### src/rtl/prefetch_unit_pkg.sv
// Shared constants and entry-layout helpers for the prefetch unit.
// PREFETCH_IBUS_ERR_EN adds a bus-error bit to every queue entry.
`ifndef PFU_INS_RANGE
`define PFU_INS_RANGE 31:0
`endif

package prefetch_unit_pkg;

  localparam int unsigned INS_W = 32;
`ifdef PREFETCH_IBUS_ERR_EN
  localparam int unsigned ERR_W = 1;
`else
  localparam int unsigned ERR_W = 0;
`endif

  // Queue entry layout (MSB first): {[err], pc, ins}
  function automatic int unsigned entry_w(input int unsigned xlen);
    return xlen + INS_W + ERR_W;
  endfunction

  function automatic int unsigned err_bit(input int unsigned xlen);
    return xlen + INS_W;
  endfunction

endpackage

### src/rtl/prefetch_unit_fifo.sv
// Synchronous FIFO with flush, holding fetched {pc, ins} entries for decode.
// The head entry is presented combinationally from storage; flush wins over push/pop.
module prefetch_fifo #(
  parameter int unsigned C_WIDTH = 64,
  parameter int unsigned C_DEPTH = 4,
  localparam int unsigned CNT_W  = $clog2(C_DEPTH) + 1
) (
  input  logic               clk_i,
  input  logic               reset_i,
  input  logic               flush_i,
  input  logic               push_i,
  input  logic               pop_i,
  input  logic [C_WIDTH-1:0] data_i,
  output logic [C_WIDTH-1:0] head_o,
  output logic [CNT_W-1:0]   count_o
);

  localparam int unsigned PTR_W = $clog2(C_DEPTH);

  logic [C_WIDTH-1:0] mem_q [C_DEPTH];
  logic [PTR_W-1:0]   rd_ptr_q, rd_ptr_d, wr_ptr_q, wr_ptr_d;
  logic [CNT_W-1:0]   count_q, count_d;
  logic               do_push_c, do_pop_c;

  assign do_push_c = push_i && !flush_i;
  assign do_pop_c  = pop_i && !flush_i && (count_q != '0);
  assign head_o    = mem_q[rd_ptr_q];
  assign count_o   = count_q;

  always_comb begin
    rd_ptr_d = rd_ptr_q;
    wr_ptr_d = wr_ptr_q;
    count_d  = count_q + CNT_W'(do_push_c) - CNT_W'(do_pop_c);
    if (flush_i) begin
      rd_ptr_d = '0;
      wr_ptr_d = '0;
      count_d  = '0;
    end else begin
      if (do_push_c) wr_ptr_d = wr_ptr_q + PTR_W'(1);
      if (do_pop_c)  rd_ptr_d = rd_ptr_q + PTR_W'(1);
    end
  end

  // Storage is reset so the head reads as zero out of reset.
  always_ff @(posedge clk_i or posedge reset_i) begin
    if (reset_i) begin
      for (int i = 0; i < int'(C_DEPTH); i++) mem_q[i] <= '0;
      rd_ptr_q <= '0;
      wr_ptr_q <= '0;
      count_q  <= '0;
    end else begin
      if (do_push_c) mem_q[wr_ptr_q] <= data_i;
      rd_ptr_q <= rd_ptr_d;
      wr_ptr_q <= wr_ptr_d;
      count_q  <= count_d;
    end
  end

endmodule

### src/rtl/prefetch_unit.sv
// Instruction prefetch stage: sequential fetch, in-order response queue, redirect flush.
// Optional PREFETCH_IBUS_ERR_EN stores a bus error per entry and halts fetch until a jump.
module prefetch_unit
  import prefetch_unit_pkg::*;
#(
  parameter int unsigned       C_XLEN       = 32,
  parameter int unsigned       C_FIFO_DEPTH = 4,
  parameter logic [C_XLEN-1:0] C_RESET_VEC  = '0
) (
  input  logic              clk_i,
  input  logic              reset_i,
  input  logic              jump_i,
  input  logic [C_XLEN-1:0] jump_addr_i,
  output logic              ibus_req_o,
  input  logic              ibus_ack_i,
  output logic [C_XLEN-1:0] ibus_addr_o,
  input  logic              ibus_rvalid_i,
  input  logic [31:0]       ibus_rdata_i,
  output logic              ids_vld_o,
  input  logic              ids_rdy_i,
  output logic [31:0]       ids_ins_o,
  output logic [C_XLEN-1:0] ids_pc_o
`ifdef PREFETCH_IBUS_ERR_EN
  ,
  input  logic              ibus_rerr_i,
  output logic              ids_err_o
`endif
);

  localparam int unsigned CNT_W   = $clog2(C_FIFO_DEPTH) + 1;
  localparam int unsigned ENTRY_W = entry_w(C_XLEN);

  logic [C_XLEN-1:0]  fetch_pc_q, fetch_pc_d, resp_pc_q, resp_pc_d, jump_tgt_c;
  logic [CNT_W-1:0]   outs_q, outs_d, disc_q, disc_d, count_c;
  logic               run_q;
  logic               credit_ok_c, fire_c, push_c, pop_c, blocked_c;
  logic [ENTRY_W-1:0] push_data_c, head_c;
  logic               unused_addr_bits_c;

  assign unused_addr_bits_c = ^jump_addr_i[1:0];
  assign jump_tgt_c = {jump_addr_i[C_XLEN-1:2], 2'b00};

  // Never request more than the queue can absorb, counting in-flight responses.
  assign credit_ok_c = ((CNT_W+1)'(count_c) + (CNT_W+1)'(outs_q)) < (CNT_W+1)'(C_FIFO_DEPTH);
  assign ibus_req_o  = run_q && !jump_i && credit_ok_c && !blocked_c;
  assign ibus_addr_o = fetch_pc_q;
  assign fire_c      = ibus_req_o && ibus_ack_i;

  assign push_c    = ibus_rvalid_i && !jump_i && (disc_q == '0);
  assign ids_vld_o = (count_c != '0) && !jump_i;
  assign pop_c     = ids_vld_o && ids_rdy_i;
  assign ids_ins_o = head_c[INS_W-1:0];
  assign ids_pc_o  = head_c[INS_W +: C_XLEN];

`ifdef PREFETCH_IBUS_ERR_EN
  logic err_lock_q, err_lock_d;
  assign blocked_c   = err_lock_q;
  assign push_data_c = {ibus_rerr_i, resp_pc_q, ibus_rdata_i[`PFU_INS_RANGE]};
  assign ids_err_o   = head_c[err_bit(C_XLEN)];

  always_comb begin
    err_lock_d = err_lock_q;
    if (jump_i)                     err_lock_d = 1'b0;
    else if (push_c && ibus_rerr_i) err_lock_d = 1'b1;
  end

  always_ff @(posedge clk_i or posedge reset_i) begin
    if (reset_i) err_lock_q <= 1'b0;
    else         err_lock_q <= err_lock_d;
  end
`else
  assign blocked_c   = 1'b0;
  assign push_data_c = {resp_pc_q, ibus_rdata_i[`PFU_INS_RANGE]};
`endif

  // A redirect makes every request still in flight stale, including this cycle's response.
  always_comb begin
    fetch_pc_d = fetch_pc_q;
    resp_pc_d  = resp_pc_q;
    outs_d     = outs_q + CNT_W'(fire_c) - CNT_W'(ibus_rvalid_i);
    disc_d     = disc_q;
    if (jump_i) begin
      fetch_pc_d = jump_tgt_c;
      resp_pc_d  = jump_tgt_c;
      disc_d     = outs_d;
    end else begin
      if (fire_c) fetch_pc_d = fetch_pc_q + C_XLEN'(4);
      if (push_c) resp_pc_d  = resp_pc_q + C_XLEN'(4);
      if (ibus_rvalid_i && (disc_q != '0)) disc_d = disc_q - CNT_W'(1);
    end
  end

  always_ff @(posedge clk_i or posedge reset_i) begin
    if (reset_i) begin
      fetch_pc_q <= C_RESET_VEC;
      resp_pc_q  <= C_RESET_VEC;
      outs_q     <= '0;
      disc_q     <= '0;
      run_q      <= 1'b0;
    end else begin
      fetch_pc_q <= fetch_pc_d;
      resp_pc_q  <= resp_pc_d;
      outs_q     <= outs_d;
      disc_q     <= disc_d;
      run_q      <= 1'b1;
    end
  end

  prefetch_fifo #(
    .C_WIDTH (ENTRY_W),
    .C_DEPTH (C_FIFO_DEPTH)
  ) u_fifo (
    .clk_i   (clk_i),
    .reset_i (reset_i),
    .flush_i (jump_i),
    .push_i  (push_c),
    .pop_i   (pop_c),
    .data_i  (push_data_c),
    .head_o  (head_c),
    .count_o (count_c)
  );

endmodule

### config.mk
export PLATFORM = sky130hd
export DESIGN_NAME = prefetch_unit
export DESIGN_NICKNAME = d
export VERILOG_FILES = /design/src/rtl/prefetch_unit_pkg.sv /design/src/rtl/prefetch_unit_fifo.sv /design/src/rtl/prefetch_unit.sv
export SDC_FILE = /design/constraint.sdc
export NUM_CORES = 1
export LEC_CHECK = 0
export CAP_MARGIN = 20
export CELL_PAD_IN_SITES_DETAIL_PLACEMENT = 1
export CELL_PAD_IN_SITES_GLOBAL_PLACEMENT = 1
export CORE_MARGIN = 2
export CORE_UTILIZATION = 50
export DETAILED_ROUTE_END_ITERATION = 6
export PLACE_DENSITY_LB_ADDON = 0.1
export SYNTH_ARGS = -nofsm -noshare
export SYNTH_HDL_FRONTEND = slang
export SYNTH_HIERARCHICAL = 1
export SYNTH_SLANG_ARGS = --single-unit
### constraint.sdc
create_clock -name clk_i -period 14.95 [get_ports clk_i]
set_input_delay 3.7375 -clock clk_i [delete_from_list [all_inputs] [get_ports clk_i]]
set_output_delay 3.7375 -clock clk_i [all_outputs]
set_load 0.03 [all_outputs]
After elaboration in Yosys (flattened, before gate mapping):

Cells that the tools add are included.

* register bits: 334
* input port bits: 70

* add/subtract/negate cells: 10
* $lt $le $gt $ge: 4
* mux-type cells: 17
* bitwise operators: 2
* reduce and logical (&&, ||, !) cells: 21

Operators by type and width (count)
* 256-bit bitwise mux: 1
* 64-bit two-way mux: 3
* 64-bit binary-select mux with 2-bit select: 1
* 64-bit demux with 2-bit select: 1
* 32-bit two-way mux: 4
* 32-bit by 3-bit adder with 32-bit output, second input constant: 2
* 1-bit logical AND: 12
* 2-bit nonzero test: 5
* 3-bit two-way mux: 3
* 2-bit two-way mux: 4
* 3-bit by 1-bit adder with 3-bit output: 2
* 3-bit >= comparator, second input constant: 2
* 2-bit NOT with 3-bit output: 2
* 3-bit nonzero test: 2
* 3-bit by 1-bit subtractor with 3-bit output: 2
* 2-bit by 1-bit adder with 2-bit output, second input constant: 2
* 3-bit by 3-bit adder with 4-bit output: 1
* 4-bit by 3-bit less-than comparator with 1-bit output, second input constant: 1
* 3-bit logical NOT: 1
* 3-bit by 1-bit less-than comparator with 1-bit output, second input constant: 1
* 3-bit by 1-bit subtractor with 3-bit output, second input constant: 1
* 1-bit logical NOT: 1

Longest topological paths before layout:

Gate-level depths: netlist (run 1).

* depth after elaboration: 7
* gate-level depth with buffers: 15

Modules after synthesis:

The synthesis (run 1) kept the hierarchy.

By module, submodules not included
* prefetch_fifo: instances 1, cells each 662, area each 12766.0 sq um, sequential area each 6581.3 sq um
* prefetch_unit: instances 1, cells each 432, area each 3951.3 sq um, sequential area each 1676.6 sq um

Worst setup path after synthesis (run 1):

No wires, ideal clock.

* path kind: input to output
* start point: in jump_i
* end point: out ids_vld_o
* data arrival time: 4.375 ns
* path slack: 6.837 ns
* stages on the path: 2
* path buffers: 1
* cell sequence: clkbuf_1 nor2_1

* cells in the longest elaborated chain, start to end: 2

RTL lines
* from (decl): RTL line prefetch_unit.sv:12 `input logic jump_i,`
* 1-bit logical NOT: RTL line prefetch_unit.sv:50 `assign ids_vld_o = (count_c != '0) && !jump_i;`
* 1-bit logical AND: RTL line prefetch_unit.sv:50
* to (decl): RTL line prefetch_unit.sv:19 `output logic ids_vld_o,`

Every way passes these cells.

Final worst setup path (run 1):

* start point: in jump_i
* end point: out ibus_req_o

* cells in the longest elaborated chain, start to end: 3

RTL lines
* 1-bit logical NOT: RTL line prefetch_unit.sv:45 `assign ibus_req_o = run_q && !jump_i && credit_ok_c && !blocked_c;`
* 1-bit logical AND (2 in series): RTL line prefetch_unit.sv:45
* to (decl): RTL line prefetch_unit.sv:14 `output logic ibus_req_o,`

Every way passes these cells.

==> flow_summary.json, run 1 <==
{
  "syn-cell-area_um2": 16700,
  "cts_tree": "built",
  "postCtsSetupBuffers": 0,
  "startpoint_type": "input pin",
  "yosys-mux-area-fraction": 0.319,
  "rsz0062_at_grt": "false",
  "ys_warn_count": 6,
  "crit_type": "input pin to primary output",
  "max_cap_violations": 0,
  "gp_congestion": 0.795,
  "worst_slew_pin_slew_ns": 1.00,
  "mostFrequentLayoutCells": "328 x dfrtp_1, 241 x mux2_4, 162 x clkdlybuf4s50_1",
  "grt-ovfl-total": 0,
  "synth-edff-count": 0,
  "syn_area_per_cell_um2": 15.3,
  "synth_xor_area_frac": 0.0197,
  "synth.ff_latch_count": 330,
  "numClockSinks": 330,
  "io_pins": 168,
  "async_reset_ff_frac": 1.00,
  "drive_gt1_frac": 0.322,
  "r2r_slack_ns": 11.67,
  "synth_top_family_by_area": "multiplexers",
  "setup_tns_ns": 0,
  "crit_required_ns": 11.21,
  "leakagePower_uw": 0.00939,
  "slew_viol_final": 0,
  "clk_pin_slew_ns": 0.05,
  "drc": 0,
  "setup_viol": 0,
  "slew_headroom": 0.333,
  "fp.dieW_um": 187,
  "core_area_um2": 32700,
  "grt_pass1_vias": 10833,
  "drt_iter0_drc": 446,
  "portBuffers": 163,
  "grt_use_total": 0.225,
  "finalCriticalPeriod_ns": 9.23,
  "grt_max_degree": 132,
  "netlist_instances": 1094,
  "wire_per_inst_um": 22.3,
  "dp_hpwl_um": 23700,
  "finalHoldViolCount": 0,
  "fin_util": 0.597,
  "critPathCaptureType": "primary output",
  "holdWs_ns": 0.503,
  "ys_seq_area_frac": 0.494,
  "finalCritPeriodShare": 0.617,
  "first_pass_iters": 4,
  "htree_levels": 2,
  "ys.flop_type": "dfrtp_1",
  "cts_buffers": 39,
  "synth-compound-area-share": 0.0316,
  "vias": 9732,
  "fp.dieH_um": 187,
  "ir_drop_mv": 0.0968,
  "path_max_fanout": 84,
  "path_cells": "buf_2, buf_4, nor4_2, and3_1, clkdlybuf4s50_1",
  "n_fill_cell": 3094,
  "finalPower_uw": 2930,
  "layout-area-overhead-vs-synth_pct": 16.8,
  "powerDensity_nw_per_um2": 150,
  "clock_latency_ns": 0.52,
  "grt_pass1_wl_um": 62800,
  "critical_path.slowest_cell": "clkdlybuf4s50_1",
  "clk_path_buf_depth": 3,
  "final_antenna_net_count": 0,
  "crit_buf_inv": 3,
  "crit_arrival_ns": 5.49,
  "hp-class": "register to register",
  "fmax_ghz": 0.108,
  "start_util": 0.511,
  "outcome": "completed",
  "nets": 1341,
  "wl_um": 38600,
  "cts_hold_buffers": 0,
  "layout_commonest_cell": "dfrtp_1",
  "die-area_um2": 34900,
  "ys_types": 59,
  "skew_ns": 0.0147,
  "antenna_found_initial": 0,
  "cp_slowest_stage_delay_ns": 0.68,
  "synthSimpleGateAreaFrac": 0.0692,
  "synth_fa_ha_area_frac": 0.0129,
  "vias_per_cell": 5.64,
  "rows": 66,
  "critPathTopFamily": "buffers and inverters",
  "cts-resized-gates": 0,
  "cts_root_buf": "clkbuf_16"
}
layer usage:
metal	global-route usage	vias up	wire, µm
li1	-	4327	-
met1	0.328	5172	17800
met2	0.361	199	18500
met3	0.0340	34	1710
met4	0.0470	0	550
met5	0	-	0
cells in the mapped netlist, types with 17 or more instances:
library cell	count	share of area
mux2_4	241	0.22
mux2_2	20	0.013
o21ai_0	42	0.013
dfrtp_1	330	0.49
mux4_2	64	0.086
nand3_1	36	0.011
nand4_1	22	0.0082
xnor2_1	17	0.0089
nor2_1	22	0.0049
inv_1	18	0.0040
xor2_1	18	0.0094
buf_12	25	0.030
nand2_1	60	0.013
metrics by stage:
stage | std cells | worst slack [ns] | area [µm²]
after global routing | 1726 | 5.62 | 19500
final | 1727 | 5.72 | 19500
after detailed placement | 1655 | 5.70 | 18200
after CTS | 1725 | 5.70 | 19500
after global placement | 1655 | 5.74 | 18200
after floorplan | 1103 | 3.97 | 16800
state kept, by name, summed over array words and instances (netlist names):
name	flops
resp_pc_q	30
disc_q	3
u_fifo/wr_ptr_q	2
u_fifo/rd_ptr_q	2
run_q	1
outs_q	3
ibus_addr_o	30
u_fifo/mem_q	256
u_fifo/count_o	3
final cells by class:
cell class              count  area [µm²]  area share
diodes                      1        2.50    0.000128
clock buffers              62        1180      0.0606
clock inverters             8        97.6     0.00500
inverters                  19        78.8     0.00404
multi-input cells         687        7600       0.390
flip-flops and latches    330        8270       0.423
well taps                 442         553      0.0283
repair buffers            178        1740      0.0891
report_power, final:
group / leakage (µW) / switching (µW) / total, µW / internal (µW)
clock network: 0.000633 / 369 / 945 / 576
registers: 0.00439 / 110 / 1140 / 1030
logic: 0.00437 / 399 / 841 / 443
logic make-up (layout without fill, tap and decap cells):
logic type,after synthesis,count (layout)
muxes,330,330
DFF,330,330
and+or+nand+nor,210,210
buffers and inverters,86,267
AOI/OAI and AO/OA,84,84
xor gates and xnor gates,36,36
adders and majority gates,16,16
other,2,12
path summary, 6_finish.rpt:
kind | from | cells past startpoint | endpoint
worst min register to register | u_fifo/mem_q[60]$_DFFE_PP0P_ | 1 | u_fifo/mem_q[60]$_DFFE_PP0P_
worst max register to register | u_fifo/count_o[2]$_DFF_PP0_ | 13 | disc_q[2]$_DFFE_PP0P_
min in group asynchronous | reset_i | 2 | u_fifo/rd_ptr_q[1]$_DFFE_PP0P_
worst min-delay path | u_fifo/mem_q[60]$_DFFE_PP0P_ | 1 | u_fifo/mem_q[60]$_DFFE_PP0P_
max in group asynchronous | reset_i | 4 | u_fifo/mem_q[175]$_DFFE_PP0P_
worst max-delay path | jump_i | 5 | ibus_req_o
Power figures use the tool's default switching activity.
==> run 2: changes to the inputs <==
CORE_UTILIZATION = 48   (was 50)
clock period = 8.7 ns   (was 14.95 ns; I/O delays follow)
==> flow_summary.json, run 2 (same netlist as run 1, synthesis figures left out) <==
{
  "outcome": "completed",
  "first_pass_iters": 4,
  "core_area_um2": 34500,
  "cts-resized-gates": 0,
  "min_from": "u_fifo/mem_q[125]$_DFFE_PP0P_",
  "max_cap_violations": 0,
  "place_inst": 1668,
  "vias": 9702,
  "htree_levels": 2,
  "drt_iter0_drc": 476,
  "holdWs_ns": 0.502,
  "cts_hold_buffers": 0,
  "antenna_cells": 0,
  "crit_arrival_ns": 3.66,
  "crit_required_ns": 6.53,
  "final_antenna_net_count": 0,
  "postCtsSetupBuffers": 0,
  "skew_ns": 0.0141,
  "antenna_found_initial": 0,
  "layout-area-overhead-vs-synth_pct": 16.8,
  "slew_viol_final": 0,
  "start_util": 0.485,
  "crit_type": "input pin to primary output",
  "clk_path_buf_depth": 3,
  "grt-ovfl-total": 0,
  "dp_hpwl_um": 24000,
  "fp.dieH_um": 191,
  "leakagePower_uw": 0.00937,
  "rsz0062_at_grt": "false",
  "cts_buffers": 38,
  "critPathCaptureType": "primary output",
  "grt_pass1_vias": 10751,
  "io_pins": 168,
  "multiInputGateArea_um2": 7600,
  "hp-class": "register to register",
  "largest_reg_flops": 256,
  "gp_congestion": 0.759,
  "ir_drop_mv": 0.172,
  "nets": 1339,
  "whs_endpoint": "u_fifo/mem_q[125]$_DFFE_PP0P_",
  "grt_pass1_wl_um": 62700,
  "drc": 0,
  "path_max_fanout": 83,
  "die-area_um2": 36300,
  "cts_root_buf": "clkbuf_16",
  "clk_pin_slew_ns": 0.06,
  "holdPathStages": 1,
  "fmax_ghz": 0.171,
  "powerDensity_nw_per_um2": 256,
  "mostFrequentLayoutCells": "328 x dfrtp_1, 241 x mux2_4, 162 x clkdlybuf4s50_1",
  "grt_use_total": 0.219,
  "seq_area_um2": 8270,
  "numClockSinks": 330,
  "rr_startpoint": "u_fifo/count_o[1]$_DFF_PP0_",
  "reg2regPathDepth": 13,
  "finalHoldViolCount": 0,
  "worstReg2RegEnd": "disc_q[2]$_DFFE_PP0P_",
  "fp.dieW_um": 191,
  "top_register": "u_fifo/mem_q",
  "grt_max_degree": 179,
  "layout_commonest_cell": "dfrtp_1",
  "portBuffers": 163,
  "drive_gt1_frac": 0.322,
  "setup_viol": 0,
  "setup_tns_ns": 0,
  "finalCritPeriodShare": 0.671,
  "wire_per_inst_um": 22.3,
  "startpoint_type": "input pin",
  "n_fill_cell": 3297,
  "slew_headroom": 0.291,
  "rows": 68,
  "worst_slew_pin_slew_ns": 1.06,
  "wl_um": 38700,
  "cts_tree": "built",
  "r2r_slack_ns": 5.37,
  "finalCriticalPeriod_ns": 5.83,
  "vias_per_cell": 5.59,
  "clock_latency_ns": 0.52,
  "instances_no_fill": 1737,
  "finalPower_uw": 4990
}
==> run 2: cell count changes in the layout (fill, tap and decap cells not counted) <==
cell	before	now
clkbuf_8	12	9
inv_8	1	0
inv_6	2	0
clkinv_2	4	7
buf_4	15	13
bufinv_16	2	1
buf_12	0	1
clkbuf_16	39	41
diode_2	1	0
clkbuf_1	11	10
clkinvlp_4	0	2
==> run 2: per-layer routing <==
metal	vias to the layer above	wire (µm)	GRT usage
met3	46	1450	0.0313
met5	-	0	0
li1	4325	-	-
met1	5148	18700	0.329
met4	0	568	0.0411
met2	183	18000	0.342
==> run 2: area by class of cell <==
cell class                 count  area share
inverter                      19     0.00385
clock inverter                 9     0.00372
timing repair buffer         177      0.0894
clock buffer                  60      0.0608
tap                          455      0.0292
sequential                   330       0.423
multi-input combinational    687       0.390
==> run 2: metrics by stage <==
stage | area (µm²) | setup slack (ns) | util
final | 19500 | 2.87 | 0.566
after CTS | 19500 | 2.84 | 0.566
after global routing | 19500 | 2.73 | 0.566
after detailed placement | 18300 | 2.85 | 0.530
after floorplan | 16800 | 3.06 | -
after global placement | 18300 | 2.87 | 0.530
==> run 2: worst max path at each step <==
stage,to,cells after the start,from
final,ids_vld_o,4,jump_i
after global routing,ids_vld_o,4,jump_i
after CTS,ids_vld_o,4,jump_i
after detailed placement,ids_vld_o,4,jump_i
after global placement,ids_vld_o,4,jump_i
after floorplan,u_fifo/count_o[0]$_DFF_PP0_,1,reset_i
==> run 2: power breakdown <==
group	leakage [µW]	internal, µW	switching, µW
clock	0.000623	965	627
sequential	0.00439	1770	188
combinational	0.00436	760	684
total	0.00937	3490	1500
==> run 2: worst max-delay path: stages <==
cell             delay, ns
buf_2                 0.10
buf_4                 0.62
nor2_1                0.13
clkdlybuf4s50_1       0.63
